### src/rtl/prom_fetch_ctrl_if.sv
// prom_fetch_ctrl_if: button, ROM and display signals of the program-ROM fetch controller
//   master: controller side (drives the ROM address/enable and the display pair)
//   slave:  environment side (buttons, auto enable, ROM data; observes the rest)
interface prom_fetch_ctrl_if #(
  parameter int ADDR_W = 12,
  parameter int DATA_W = 8
);
  logic              i_button_inc;
  logic              i_button_dec;
  logic              i_auto_en;
  logic [ADDR_W-1:0] o_rom_addr;
  logic              o_rom_ce;
  logic [DATA_W-1:0] i_rom_dout;
  logic [ADDR_W-1:0] o_addr;
  logic [DATA_W-1:0] o_data;
  logic              o_valid;
  logic              o_busy;
  modport master (
    input  i_button_inc, i_button_dec, i_auto_en, i_rom_dout,
    output o_rom_addr, o_rom_ce, o_addr, o_data, o_valid, o_busy
  );
  modport slave (
    output i_button_inc, i_button_dec, i_auto_en, i_rom_dout,
    input  o_rom_addr, o_rom_ce, o_addr, o_data, o_valid, o_busy
  );
endinterface

### src/rtl/prom_fetch_ctrl.sv
// prom_fetch_ctrl: sequences program-ROM reads and presents a coherent {address, data} pair
//   i_clk, i_rst : clock, asynchronous active-high reset
//   bus (master) : buttons/auto enable in, ROM address/enable out, ROM data in,
//                  o_addr/o_data/o_valid display pair out, o_busy out
//   AUTO_STEP_EN : when defined, builds the auto-step period timer driven by i_auto_en
module prom_fetch_ctrl #(
  parameter int ADDR_W  = 12,
  parameter int DATA_W  = 8,
  parameter int ROM_LAT = 1,
  parameter int FREQ    = 27_000_000,
  parameter int STEP_MS = 250
) (
  input logic i_clk,
  input logic i_rst,
  prom_fetch_ctrl_if.master bus
);
  typedef enum logic [2:0] {BOOT, IDLE, ISSUE, WAIT, CAPTURE} state_t;
  state_t state;
  logic [2:0] inc_s, dec_s;
  logic inc_e, dec_e, btn_req, step, go, go_inc, pend_v, pend_inc;
  logic [1:0] wcnt;
  logic [ADDR_W-1:0] target;
  assign inc_e = inc_s[1] & ~inc_s[2];
  assign dec_e = dec_s[1] & ~dec_s[2];
  // simultaneous inc and dec cancel out
  assign btn_req = inc_e ^ dec_e;
  // a fresh button beats the pending slot, which beats the auto step
  assign go = btn_req | pend_v | step;
  assign go_inc = btn_req ? inc_e : pend_v ? pend_inc : 1'b1;
  assign target = go_inc ? bus.o_addr + 1'b1 : bus.o_addr - 1'b1;
`ifdef AUTO_STEP_EN
  localparam int PERIOD = FREQ / 1000 * STEP_MS;
  localparam int TW = PERIOD > 1 ? $clog2(PERIOD) : 1;
  logic [TW-1:0] tmr;
  assign step = bus.i_auto_en && tmr == TW'(PERIOD - 1);
  always_ff @(posedge i_clk or posedge i_rst)
    if (i_rst) tmr <= '0;
    else tmr <= (!bus.i_auto_en || btn_req || step) ? '0 : tmr + 1'b1;
`else
  logic unused_auto;
  assign unused_auto = ^{bus.i_auto_en, FREQ[0], STEP_MS[0]};
  assign step = 1'b0;
`endif
  always_ff @(posedge i_clk or posedge i_rst)
    if (i_rst) begin
      inc_s <= '0;
      dec_s <= '0;
    end else begin
      inc_s <= {inc_s[1:0], bus.i_button_inc};
      dec_s <= {dec_s[1:0], bus.i_button_dec};
    end
  always_ff @(posedge i_clk or posedge i_rst)
    if (i_rst) begin
      state          <= BOOT;
      pend_v         <= 1'b0;
      pend_inc       <= 1'b0;
      wcnt           <= '0;
      bus.o_rom_addr <= '0;
      bus.o_rom_ce   <= 1'b0;
      bus.o_addr     <= '0;
      bus.o_data     <= '0;
      bus.o_valid    <= 1'b0;
      bus.o_busy     <= 1'b0;
    end else begin
      bus.o_rom_ce <= 1'b0;
      bus.o_valid  <= 1'b0;
      if (state != IDLE && btn_req) begin
        pend_v   <= 1'b1;
        pend_inc <= inc_e;
      end
      case (state)
        BOOT: begin
          bus.o_rom_addr <= '0;
          bus.o_rom_ce   <= 1'b1;
          bus.o_busy     <= 1'b1;
          state          <= ISSUE;
        end
        IDLE: if (go) begin
          pend_v         <= 1'b0;
          bus.o_rom_addr <= target;
          bus.o_rom_ce   <= 1'b1;
          bus.o_busy     <= 1'b1;
          state          <= ISSUE;
        end
        ISSUE: begin
          wcnt  <= '0;
          state <= WAIT;
        end
        // data is captured on the last WAIT edge so o_valid and the pair appear together
        WAIT: if (wcnt == 2'(ROM_LAT - 1)) begin
          bus.o_data  <= bus.i_rom_dout;
          bus.o_addr  <= bus.o_rom_addr;
          bus.o_valid <= 1'b1;
          state       <= CAPTURE;
        end else wcnt <= wcnt + 1'b1;
        CAPTURE: begin
          bus.o_busy <= 1'b0;
          state      <= IDLE;
        end
        default: state <= BOOT;
      endcase
    end
endmodule

### src/flat_wrapper.sv
// flat-port wrapper written by rule: the top's interface ports become plain ports
module prom_fetch_ctrl_flat 
#(
  parameter int ADDR_W  = 12,
  parameter int DATA_W  = 8,
  parameter int ROM_LAT = 1,
  parameter int FREQ    = 27_000_000,
  parameter int STEP_MS = 250
)
  (i_clk, i_rst, bus_i_button_inc, bus_i_button_dec, bus_i_auto_en, bus_i_rom_dout, bus_o_rom_addr, bus_o_rom_ce, bus_o_addr, bus_o_data, bus_o_valid, bus_o_busy);
  prom_fetch_ctrl_if #(.ADDR_W(ADDR_W), .DATA_W(DATA_W)) bus_i ();
  input logic i_clk;
  input logic i_rst;
  input wire logic [$bits(bus_i.i_button_inc)-1:0] bus_i_button_inc;
  input wire logic [$bits(bus_i.i_button_dec)-1:0] bus_i_button_dec;
  input wire logic [$bits(bus_i.i_auto_en)-1:0] bus_i_auto_en;
  input wire logic [$bits(bus_i.i_rom_dout)-1:0] bus_i_rom_dout;
  output wire logic [$bits(bus_i.o_rom_addr)-1:0] bus_o_rom_addr;
  output wire logic [$bits(bus_i.o_rom_ce)-1:0] bus_o_rom_ce;
  output wire logic [$bits(bus_i.o_addr)-1:0] bus_o_addr;
  output wire logic [$bits(bus_i.o_data)-1:0] bus_o_data;
  output wire logic [$bits(bus_i.o_valid)-1:0] bus_o_valid;
  output wire logic [$bits(bus_i.o_busy)-1:0] bus_o_busy;
  assign bus_i.i_button_inc = bus_i_button_inc;
  assign bus_i.i_button_dec = bus_i_button_dec;
  assign bus_i.i_auto_en = bus_i_auto_en;
  assign bus_i.i_rom_dout = bus_i_rom_dout;
  assign bus_o_rom_addr = bus_i.o_rom_addr;
  assign bus_o_rom_ce = bus_i.o_rom_ce;
  assign bus_o_addr = bus_i.o_addr;
  assign bus_o_data = bus_i.o_data;
  assign bus_o_valid = bus_i.o_valid;
  assign bus_o_busy = bus_i.o_busy;
  prom_fetch_ctrl #(.ADDR_W(ADDR_W), .DATA_W(DATA_W), .ROM_LAT(ROM_LAT), .FREQ(FREQ), .STEP_MS(STEP_MS)) u_core (.i_clk(i_clk), .i_rst(i_rst), .bus(bus_i));
endmodule
### config.mk
export PLATFORM = sky130hd
export DESIGN_NAME = prom_fetch_ctrl_flat
export DESIGN_NICKNAME = d
export VERILOG_FILES = /design/src/rtl/prom_fetch_ctrl_if.sv /design/src/rtl/prom_fetch_ctrl.sv /design/src/flat_wrapper.sv
export SDC_FILE = /design/constraint.sdc
export NUM_CORES = 1
export LEC_CHECK = 0
export ABC_AREA = 1
export CAP_MARGIN = 10
export CELL_PAD_IN_SITES_DETAIL_PLACEMENT = 2
export CELL_PAD_IN_SITES_GLOBAL_PLACEMENT = 2
export CORE_MARGIN = 1.5
export CORE_UTILIZATION = 28
export CTS_BUF_LIST = sky130_fd_sc_hd__clkbuf_8 sky130_fd_sc_hd__clkbuf_16
export DETAILED_ROUTE_END_ITERATION = 7
export GPL_TIMING_DRIVEN = 0
export PLACE_DENSITY_LB_ADDON = 0.3
export SKIP_CTS_REPAIR_TIMING = 1
export SYNTH_ARGS = -nofsm -noshare
export SYNTH_HDL_FRONTEND = slang
export SYNTH_SLANG_ARGS = --single-unit
### constraint.sdc
create_clock -name i_clk -period 1.7 [get_ports i_clk]
set_input_delay 0.51 -clock i_clk [delete_from_list [all_inputs] [get_ports i_clk]]
set_output_delay 0.51 -clock i_clk [all_outputs]
set_load 0.005 [all_outputs]
### After elaboration in Yosys (flattened, before gate mapping)

Cells that the tools add are included.

| operators by class | value |
|---|---|
| add/subtract/negate cells | 3 |
| equality and inequality tests | 8 |
| mux-type cells | 19 |
| bitwise operators | 6 |
| reduce and logical (&&, ||, !) cells | 11 |

Operators by type and width:

| cell | count |
|---|---|
| 12-bit two-way mux | 2 |
| 12-bit one-hot mux with 2 select lines | 1 |
| 3-bit one-hot mux with 5 select lines | 1 |
| 12-bit by 1-bit adder with 12-bit output, second input constant | 1 |
| 12-bit by 1-bit subtractor with 12-bit output, second input constant | 1 |
| 2-bit AND reduction | 5 |
| 1-bit two-way mux | 9 |
| 3-bit by 2-bit equality test with 1-bit output, second input constant | 2 |
| 3-bit two-way mux | 2 |
| 2-bit by 1-bit != test with 1-bit output, second input constant | 2 |
| 2-bit one-hot mux with 2 select lines | 1 |
| 2-bit nonzero test | 2 |
| 3-bit by 1-bit equality test with 1-bit output, second input constant | 1 |
| 3-bit equality test, second input constant | 1 |
| 3-bit zero test | 1 |
| 3-bit by 1-bit != test with 1-bit output, second input constant | 1 |
| 1-bit one-hot mux with 3 select lines | 1 |
| 3-bit nonzero test | 1 |
| 2-bit by 1-bit adder with 2-bit output, second input constant | 1 |
| 1-bit bitwise AND | 2 |
| 2-bit zero test | 1 |
| 2-bit two-way mux | 1 |
| 2-bit != test, second input constant | 1 |
| 1-bit inverter | 2 |
| other kinds (4) | 4 |

| storage, ports and cells | value |
|---|---|
| register bits | 48 |
| input bits | 13 |
| output and inout bits | 35 |
| word-level logic and storage cells | 59 |

### Depth between registers and ports, before layout

| logic depth | value |
|---|---|
| depth in word-level cells | 7 |
| depth in mapped cells | 18 |
| gate-level depth less buffers | 18 |

### Worst setup path before layout

No wires, ideal clock.

| timing | value |
|---|---|
| path kind | reg2reg |
| start point | reg u_core.inc_s[2] |
| end point | reg u_core.bus.o_rom_addr[11] |
| setup time | 0.118 ns |
| arrival | 1.737 ns |
| data required time | 1.582 ns |
| slack | -0.156 ns |
| cell stages (with the launch flop) | 15 |
| path buffers | 1 |
| period minus slack after synthesis | 1.856 ns |
| cells stage by stage | dfrtp_1 inv_1 nand2_2 nand2_4 a21oi_2 buf_6 ha_1 nand2_1 nand3b_1 inv_1 nand3_1 nand2_1 nand2_1 nand3_1 nand2_1 |

| between the ends | value |
|---|---|
| longest elaborated chain between the ends | 7 |
| elaborated cells between the ends (all ways) | 10 |
| classes of those cells | 1 x eq/ne; 4 x mux; 4 x bitwise; 1 x reduce/logical |

Ends and longest elaborated chain:

| element | line | source |
|---|---|---|
| start, declared | prom_fetch_ctrl.sv:19 | `logic [2:0] inc_s, dec_s;` |
| start signal, assigned | prom_fetch_ctrl.sv:49 | `inc_s <= {inc_s[1:0], bus.i_button_inc};` |
| 1-bit inverter * | prom_fetch_ctrl.sv:23 | `assign inc_e = inc_s[1] & ~inc_s[2];` |
| 1-bit bitwise AND * | prom_fetch_ctrl.sv:23 |  |
| 1-bit XOR | prom_fetch_ctrl.sv:26 | `assign btn_req = inc_e ^ dec_e;` |
| 1-bit two-way mux | prom_fetch_ctrl.sv:29 | `assign go_inc = btn_req ? inc_e : pend_v ? pend_inc : 1'b1;` |
| 12-bit two-way mux | prom_fetch_ctrl.sv:30 | `assign target = go_inc ? bus.o_addr + 1'b1 : bus.o_addr - 1'b1;` |
| 12-bit two-way mux | prom_fetch_ctrl.sv:78 | `IDLE: if (go) begin` |
| 12-bit one-hot mux with 2 select lines | prom_fetch_ctrl.sv:71 | `case (state)` |
| end signal, assigned | prom_fetch_ctrl.sv:80 | `bus.o_rom_addr <= target;` |
| end, declared | prom_fetch_ctrl_if.sv:20 | `output o_rom_addr, o_rom_ce, o_addr, o_data, o_valid, o_busy` |

Mark *: on every way between the ends. The rest lies on a longest branch, timed or not. The select of a mux whose other input is x is not followed.
A chain may end at the register's enable or synchronous reset.

### Worst setup path in the final report

| timing | value |
|---|---|
| start point | reg u_core.dec_s[2] |
| end point | reg u_core.bus.o_rom_addr[11] |

| between the ends | value |
|---|---|
| longest elaborated chain between the ends | 7 |
| elaborated cells between the ends (all ways) | 10 |
| classes of those cells | 1 x eq/ne; 4 x mux; 4 x bitwise; 1 x reduce/logical |

Ends and longest elaborated chain:

| element | line | source |
|---|---|---|
| start, declared | prom_fetch_ctrl.sv:19 |  |
| start signal, assigned | prom_fetch_ctrl.sv:50 | `dec_s <= {dec_s[1:0], bus.i_button_dec};` |
| 1-bit inverter * | prom_fetch_ctrl.sv:24 | `assign dec_e = dec_s[1] & ~dec_s[2];` |
| 1-bit bitwise AND * | prom_fetch_ctrl.sv:24 |  |
| 1-bit XOR * | prom_fetch_ctrl.sv:26 |  |
| 1-bit two-way mux | prom_fetch_ctrl.sv:29 |  |
| 12-bit two-way mux | prom_fetch_ctrl.sv:30 |  |
| 12-bit two-way mux | prom_fetch_ctrl.sv:78 |  |
| 12-bit one-hot mux with 2 select lines | prom_fetch_ctrl.sv:71 |  |

Marked as above.

==> qor.csv <==
metric;value;unit
P_sw;3.00;mW
P_int;3.60;mW
f_max;481;MHz
I/O pins;48;
Syn Inst Count;309;
most frequent cells in the layout;nand2_1 (84), dfrtp_1 (41), buf_4 (37);
die width;99.2;µm
initial antenna violation count;0;
core area;8850;µm²
Final min period;2.08;ns
setup tns final;-3.44;ns
count of cell types in the netlist;36;
Slew headroom;45.3;%
initial cell density of the core;29.3;%
Final HPWL DP;6010;µm
Final Hold Vio Count;0;
Die Footprint;9830;µm²
Syn Nets;326;
GRT overflow;0;
Sequential Area;1210;µm²
fill count;999;
row count;34;
critical path class;reg2reg;
failing checks;negative setup slack;
final cell count without fillers;509;
leakage;2.17;nW
final worst slack;-0.377;ns
H-tree levels;2;
die height;99.2;µm
via count;2466;
first drt pass iteration count;4;
Sw Share;45.4;%
syn avg cell area;8.38;µm²
worst vdd ir;753;µV
CTS tree;built;
Slew @ Worst Pin;0.809;ns
# setup viols final;14;
drt drc;0;
fin nets;417;
largest net degree at the start of global routing;32;
most common cell after layout, fill and taps aside;nand2_1;
Total Power;6.60;mW
Max Cap Viol;0;
Netlist Area Pre-Place;2590;µm²
sequential share of the synthesized area;46.4;%
clock share of power;11.1;%
Root Buffer;clkbuf_8;
Cell Count Post-Placement;464;
combinational cell fraction of total power;60.8;%
CTS max path bufs;2;
share of layout cells above drive strength 1;34.4;%
vias per cell;4.84;
synth-to-layout area growth;50.9;%
Clock Latency Late Sink;0.30;ns
Multi-input gate area;1440;µm²
Worst Path Max Fanout;6;
YS warnings;0;
Critical Path RT;1.94;ns
sequential power share;28.2;%
pins over their slew limit;0;
Power Density;1690;nW/µm²
Tcrit/Tclk final;122;%
GP Congestion;0.774;
DR WL/cell;17.9;µm
Final ANT Viol Nets;0;
clk sink count;48;
first-pass GRT wire length;12600;µm
status;complete, but fails checks;
final core utilization;44.1;%
RSZ-0062 raised after global routing;true;
vias in the first global route;2492;
#FFs+latches synth;48;
CP endpoint kind;register;
Total GRT Usage;16.3;%
Worst Hold Class;reg2reg;
Port Buffers;46;
DRT Wirelength;9090;µm
Startpoint Class;register;
Worst EP arrival;2.32;ns
ANT cells;0;
skew final;0.00648;ns
clk slew on worst S/H paths;0.09;ns
dpl ws;-0.418;ns
CTS Buf Count;5;
Iter 0 DRT Violations;47;
[critical path: stages (launching register included)]
cell and delay (ns):
dfrtp_1 0.43, nor2_4 0.19, nand2_4 0.11, a21oi_4 0.16, buf_6 0.16, ha_4 0.22, nand2_2 0.07, nand3b_1 0.13
nor2_1 0.05, nor2_1 0.17, nand2_1 0.08, nand2_1 0.10, nand3_2 0.08, nand2_2 0.07
[kinds of logic after synthesis]
logic type | share of synthesized area [%]
and+or+nand+nor | 34.8
DFF | 46.4
buffers and inverters | 7.49
AOI/OAI and AO/OA | 8.36
adders and majority gates | 1.93
xor gates and xnor gates | 1.02
[final timing paths]
kind	startpoint	to	slack [ns]	depth (start not counted)
max in group asynchronous	i_rst	u_core.bus.o_addr[7]	0.66	3
min	u_core.dec_s[0]	u_core.dec_s[1]	0.36	0
min reg2reg	u_core.dec_s[0]	u_core.dec_s[1]	0.36	0
max	u_core.dec_s[2]	u_core.bus.o_rom_addr[11]	-0.38	13
min in group asynchronous	i_rst	u_core.wcnt[1]	0.52	2
max reg2reg	u_core.dec_s[2]	u_core.bus.o_rom_addr[11]	-0.38	13
[layout make-up]
cell class,count,share of cell area [%]
Clock inverter,2,0.288
Inverter,39,3.91
Clock buffer,6,2.11
Timing Repair Buffer,84,21.1
Tap cell,108,3.46
Multi-Input combinational cell,216,36.8
Sequential cell,48,31.0
Buffer,6,1.35
[cell usage after synthesis (all sizes together)]
cell type | count | area [µm²]
or2 | 1 | 6.26
dfrtp | 48 | 1200
nand4 | 1 | 6.26
a41oi | 3 | 26.3
xor2 | 1 | 8.76
o311ai | 1 | 8.76
o22ai | 2 | 12.5
inv | 38 | 143
nand2 | 124 | 619
xnor2 | 2 | 17.5
clkbuf | 3 | 11.3
nor3b | 1 | 7.51
a21oi | 4 | 23.8
nand3b | 1 | 7.51
clkinv | 1 | 3.75
o21ai | 24 | 128
o41ai | 2 | 17.5
nand3 | 23 | 133
ha | 4 | 50.1
nor2 | 18 | 100
nor3 | 3 | 15.0
buf | 3 | 36.3
nor4 | 1 | 6.26
[through the flow]
step	hold slack (ns)	area [µm²]
2_1_floorplan	0.331	2640
3_3_place_gp	0.335	3230
3_5_place_dp	0.339	3250
5_1_grt	0.370	3910
6_report	0.358	3910
4_1_cts	0.361	3340
[routing by layer]
metal	vias to the layer above	global-route usage (%)	wire length (µm)
li1	1160	-	-
met1	1248	21.1	3780
met2	43	29.0	4830
met3	15	2.04	244
met4	0	3.90	236
met5	-	0	0
[registers in the layout, indices dropped and copies added (netlist names), 2 cells and up]
register / cells
u_core.bus.o_rom_addr: 12
u_core.inc_s: 3
u_core.bus.o_addr: 12
u_core.bus.o_data: 8
u_core.wcnt: 2
u_core.state: 3
u_core.dec_s: 3
[power groups by stage]
stage / logic, mW / registers, mW / clock network (mW)
floorplan: 1.91 / 1.84 / 0
global placement: 2.98 / 1.90 / 0
detailed placement: 3.12 / 1.92 / 0
CTS: 3.13 / 1.90 / 0.752
global route: 4.37 / 1.91 / 0.787
finish: 4.01 / 1.86 / 0.730
No activity file was read; power rests on OpenSTA's default activity.
==> RTL change, RTL diff (same flow settings) <==
`ADDR_W` is set to 12 in 3 places; all go to 11.
--- a/src/rtl/prom_fetch_ctrl_if.sv
+++ b/src/rtl/prom_fetch_ctrl_if.sv
@@ -4,3 +4,3 @@
 interface prom_fetch_ctrl_if #(
-  parameter int ADDR_W = 12,
+  parameter int ADDR_W = 11,
   parameter int DATA_W = 8
--- a/src/rtl/prom_fetch_ctrl.sv
+++ b/src/rtl/prom_fetch_ctrl.sv
@@ -6,3 +6,3 @@
 module prom_fetch_ctrl #(
-  parameter int ADDR_W  = 12,
+  parameter int ADDR_W  = 11,
   parameter int DATA_W  = 8,
--- a/src/flat_wrapper.sv
+++ b/src/flat_wrapper.sv
@@ -3,3 +3,3 @@
 #(
-  parameter int ADDR_W  = 12,
+  parameter int ADDR_W  = 11,
   parameter int DATA_W  = 8,
Interface: changed (resized bus_o_addr and bus_o_rom_addr); port bits go from 48 to 46. The function was not compared with the original's and may differ.
==> RTL change against the original RTL <==
  * The run still ends with negative setup slack left
  * Global-route usage is essentially flat
  * Maximum frequency shrank 0.47%
  * Worst setup slack got worse by 0.0098 ns
  * Non-clock buffer count grew 14
  * Sequential cell count is 2 lower
  * Design area unchanged
  * Sequential share of layout area down 1.2 points
  * Synthesized area is 7.6% lower
  * Critical path depth is 4 higher
  * Total power fell by 1.2%
  * Wire length increased by 12%
  * Combinational power rose by 2%
  * Critical path type unchanged
  * Critical endpoint is now u_core.bus.o_rom_addr[6]$_DFFE_PP0P_
  * Largest power group unchanged
==> RTL change: results (changes against the original RTL) <==
CP max stage delay 0.41 ns (was 0.43 ns); Crit Path Max Fanout 5 (was 6); final setup margin -0.3870 ns (was -0.3772 ns); most frequent cell after synthesis nand2_1 (unchanged); dpl ws -0.4416 ns (was -0.4185 ns); Post-Route Skew 0.008344 ns (was 0.006485 ns); placed cell areas 3012 um2 (was 3251 um2); failing checks negative setup slack (unchanged); largest net degree at the start of global routing 27 (was 32); crit path DAT 2.27 ns (was 2.32 ns); Setup Viol. Count Final 13 (was 14); Final ANT Viol Nets 0 (unchanged); Hold Path Sink u_core.inc_s[1]$_DFF_PP0_ (was u_core.dec_s[1]$_DFF_PP0_); Tot GR Track Use 16.25% (about the same); Seq/Total Area, Yosys 48.14% (was 46.40%); Placer Congestion 0.7791 (was 0.7736); Worst-Skew Late Latency between 0.3 and 0.4 ns; status finished with violations (unchanged); Top Registers u_core.bus.o_addr x11, u_core.bus.o_rom_addr x11, u_core.bus.o_data x8 (was u_core.bus.o_addr x12, u_core.bus.o_rom_addr x12, u_core.bus.o_data x8); Layout fillers 892 (was 999); vias in the first global route 2297 (was 2492); Post-DP HPWL 5245 um (was 6008 um); reg2reg end u_core.bus.o_rom_addr[6]$_DFFE_PP0P_ (was u_core.bus.o_rom_addr[11]$_DFFE_PP0P_); Nets 407 (was 417); first-pass GRT wire length 11320 um (was 12650 um); CTS Buf Count 5 (unchanged); Detailed Routing Iterations Pass 1 4 (unchanged); hold path cells 0 (unchanged); share of layout cells above drive strength 1 38.46% (was 34.41%); Root Driver clkbuf_8 (unchanged); hold crit path type register to register (unchanged); Reg2Reg Depth 17 (was 13); kind of critical path register to register (unchanged); I/O Buffers 44 (was 46); clk buf depth 2 (unchanged); Post-Syn Nets 301 (was 326); Vias/cell 4.901 (was 4.845); synth unique cells 35 (was 36); r2r startpoint u_core.dec_s[1]$_DFF_PP0_ (was u_core.dec_s[2]$_DFF_PP0_); worst slew pin tran 0.4906 ns (was 0.8092 ns); 1st-iter DRT viols 78 (was 47); top cells by area, synth dfrtp_1 (48%), nand2_1 (13%), inv_1 (5.5%) (was dfrtp_1 (46%), nand2_1 (14%), nand2_4 (7.0%)); maximum VDD drop 565.7 uV (was 753.1 uV); post-synth top area share 48.14% (was 46.40%); most frequent cells after synthesis nand2_1 (85), dfrtp_1 (46), inv_1 (35) (was nand2_1 (100), dfrtp_1 (48), inv_1 (37)); final wirelength 10140 um (was 9091 um); Fin Hold WS 0.3589 ns (was 0.3582 ns); hold_sp u_core.inc_s[0]$_DFF_PP0_ (was u_core.dec_s[0]$_DFF_PP0_); Net Sw Frac 45.26% (was 45.41%); ys async rst share 100.0% (unchanged); Leak Pwr 2.128 nW (was 2.169 nW)
RTL change: cell count changes after synthesis, moves of 2 or more:
cell,unedited run,this run
nand2_1,100,85
o21ai_0,21,19
nor2_4,4,2
inv_1,37,35
nand3_2,1,3
a21oi_2,1,3
dfrtp_1,48,46
nand3_1,21,18
nand2_4,16,7
nand2_2,7,15
RTL change: power groups by stage:
stage / logic [mW] / clock network [mW] / registers (mW)
floorplan: 1.54 / 0 / 1.71
detailed placement: 2.60 / 0 / 1.76
finish: 4.11 / 0.698 / 1.72
global placement: 2.49 / 0 / 1.74
CTS: 2.62 / 0.693 / 1.74
global route: 4.44 / 0.761 / 1.76
RTL change: per-stage QoR:
step                      power [mW]  cells  util [%]  TNS, ns
after floorplan                3.255    284         -  -0.4702
after global placement         4.236    433     36.23   -45.43
after detailed placement       4.362    434     36.47   -4.224
final                          6.519    495     47.30   -2.633
after CTS                      5.056    441     37.44   -6.876
after global routing           6.961    495     47.30   -4.558
RTL change: kinds of logic (layout without fill, tap and decap cells):
family          Yosys count  count (layout)  synth area share (%)
xor+xnor                  2               2                0.7327
compound gates           36              36                 9.577
simple gates            153             153                 31.61
flops                    46              46                 48.14
buf+inv                  43             149                 7.849
fa+ha+maj                 4               4                 2.093
RTL change: layout make-up:
type                       count  area [um2]  area share, %
multi-input combinational    195        1334          34.14
sequential                    46        1161          29.72
timing repair buffer          99       988.4          25.30
inverter                      38       158.9          4.068
tap                          105       131.4          3.363
clock buffer                   5       68.82          1.762
buffer                         5       52.55          1.345
clock inverter                 2       11.26         0.2883
RTL change: routing by layer:
layer  vias up  wire, um  global-route usage, %
li1       1108         -                      -
met1      1235      4155                  20.57
met2        61      5337                  28.78
met3        22       376                  2.472
met4         0       273                  4.044
met5         -         0                      0
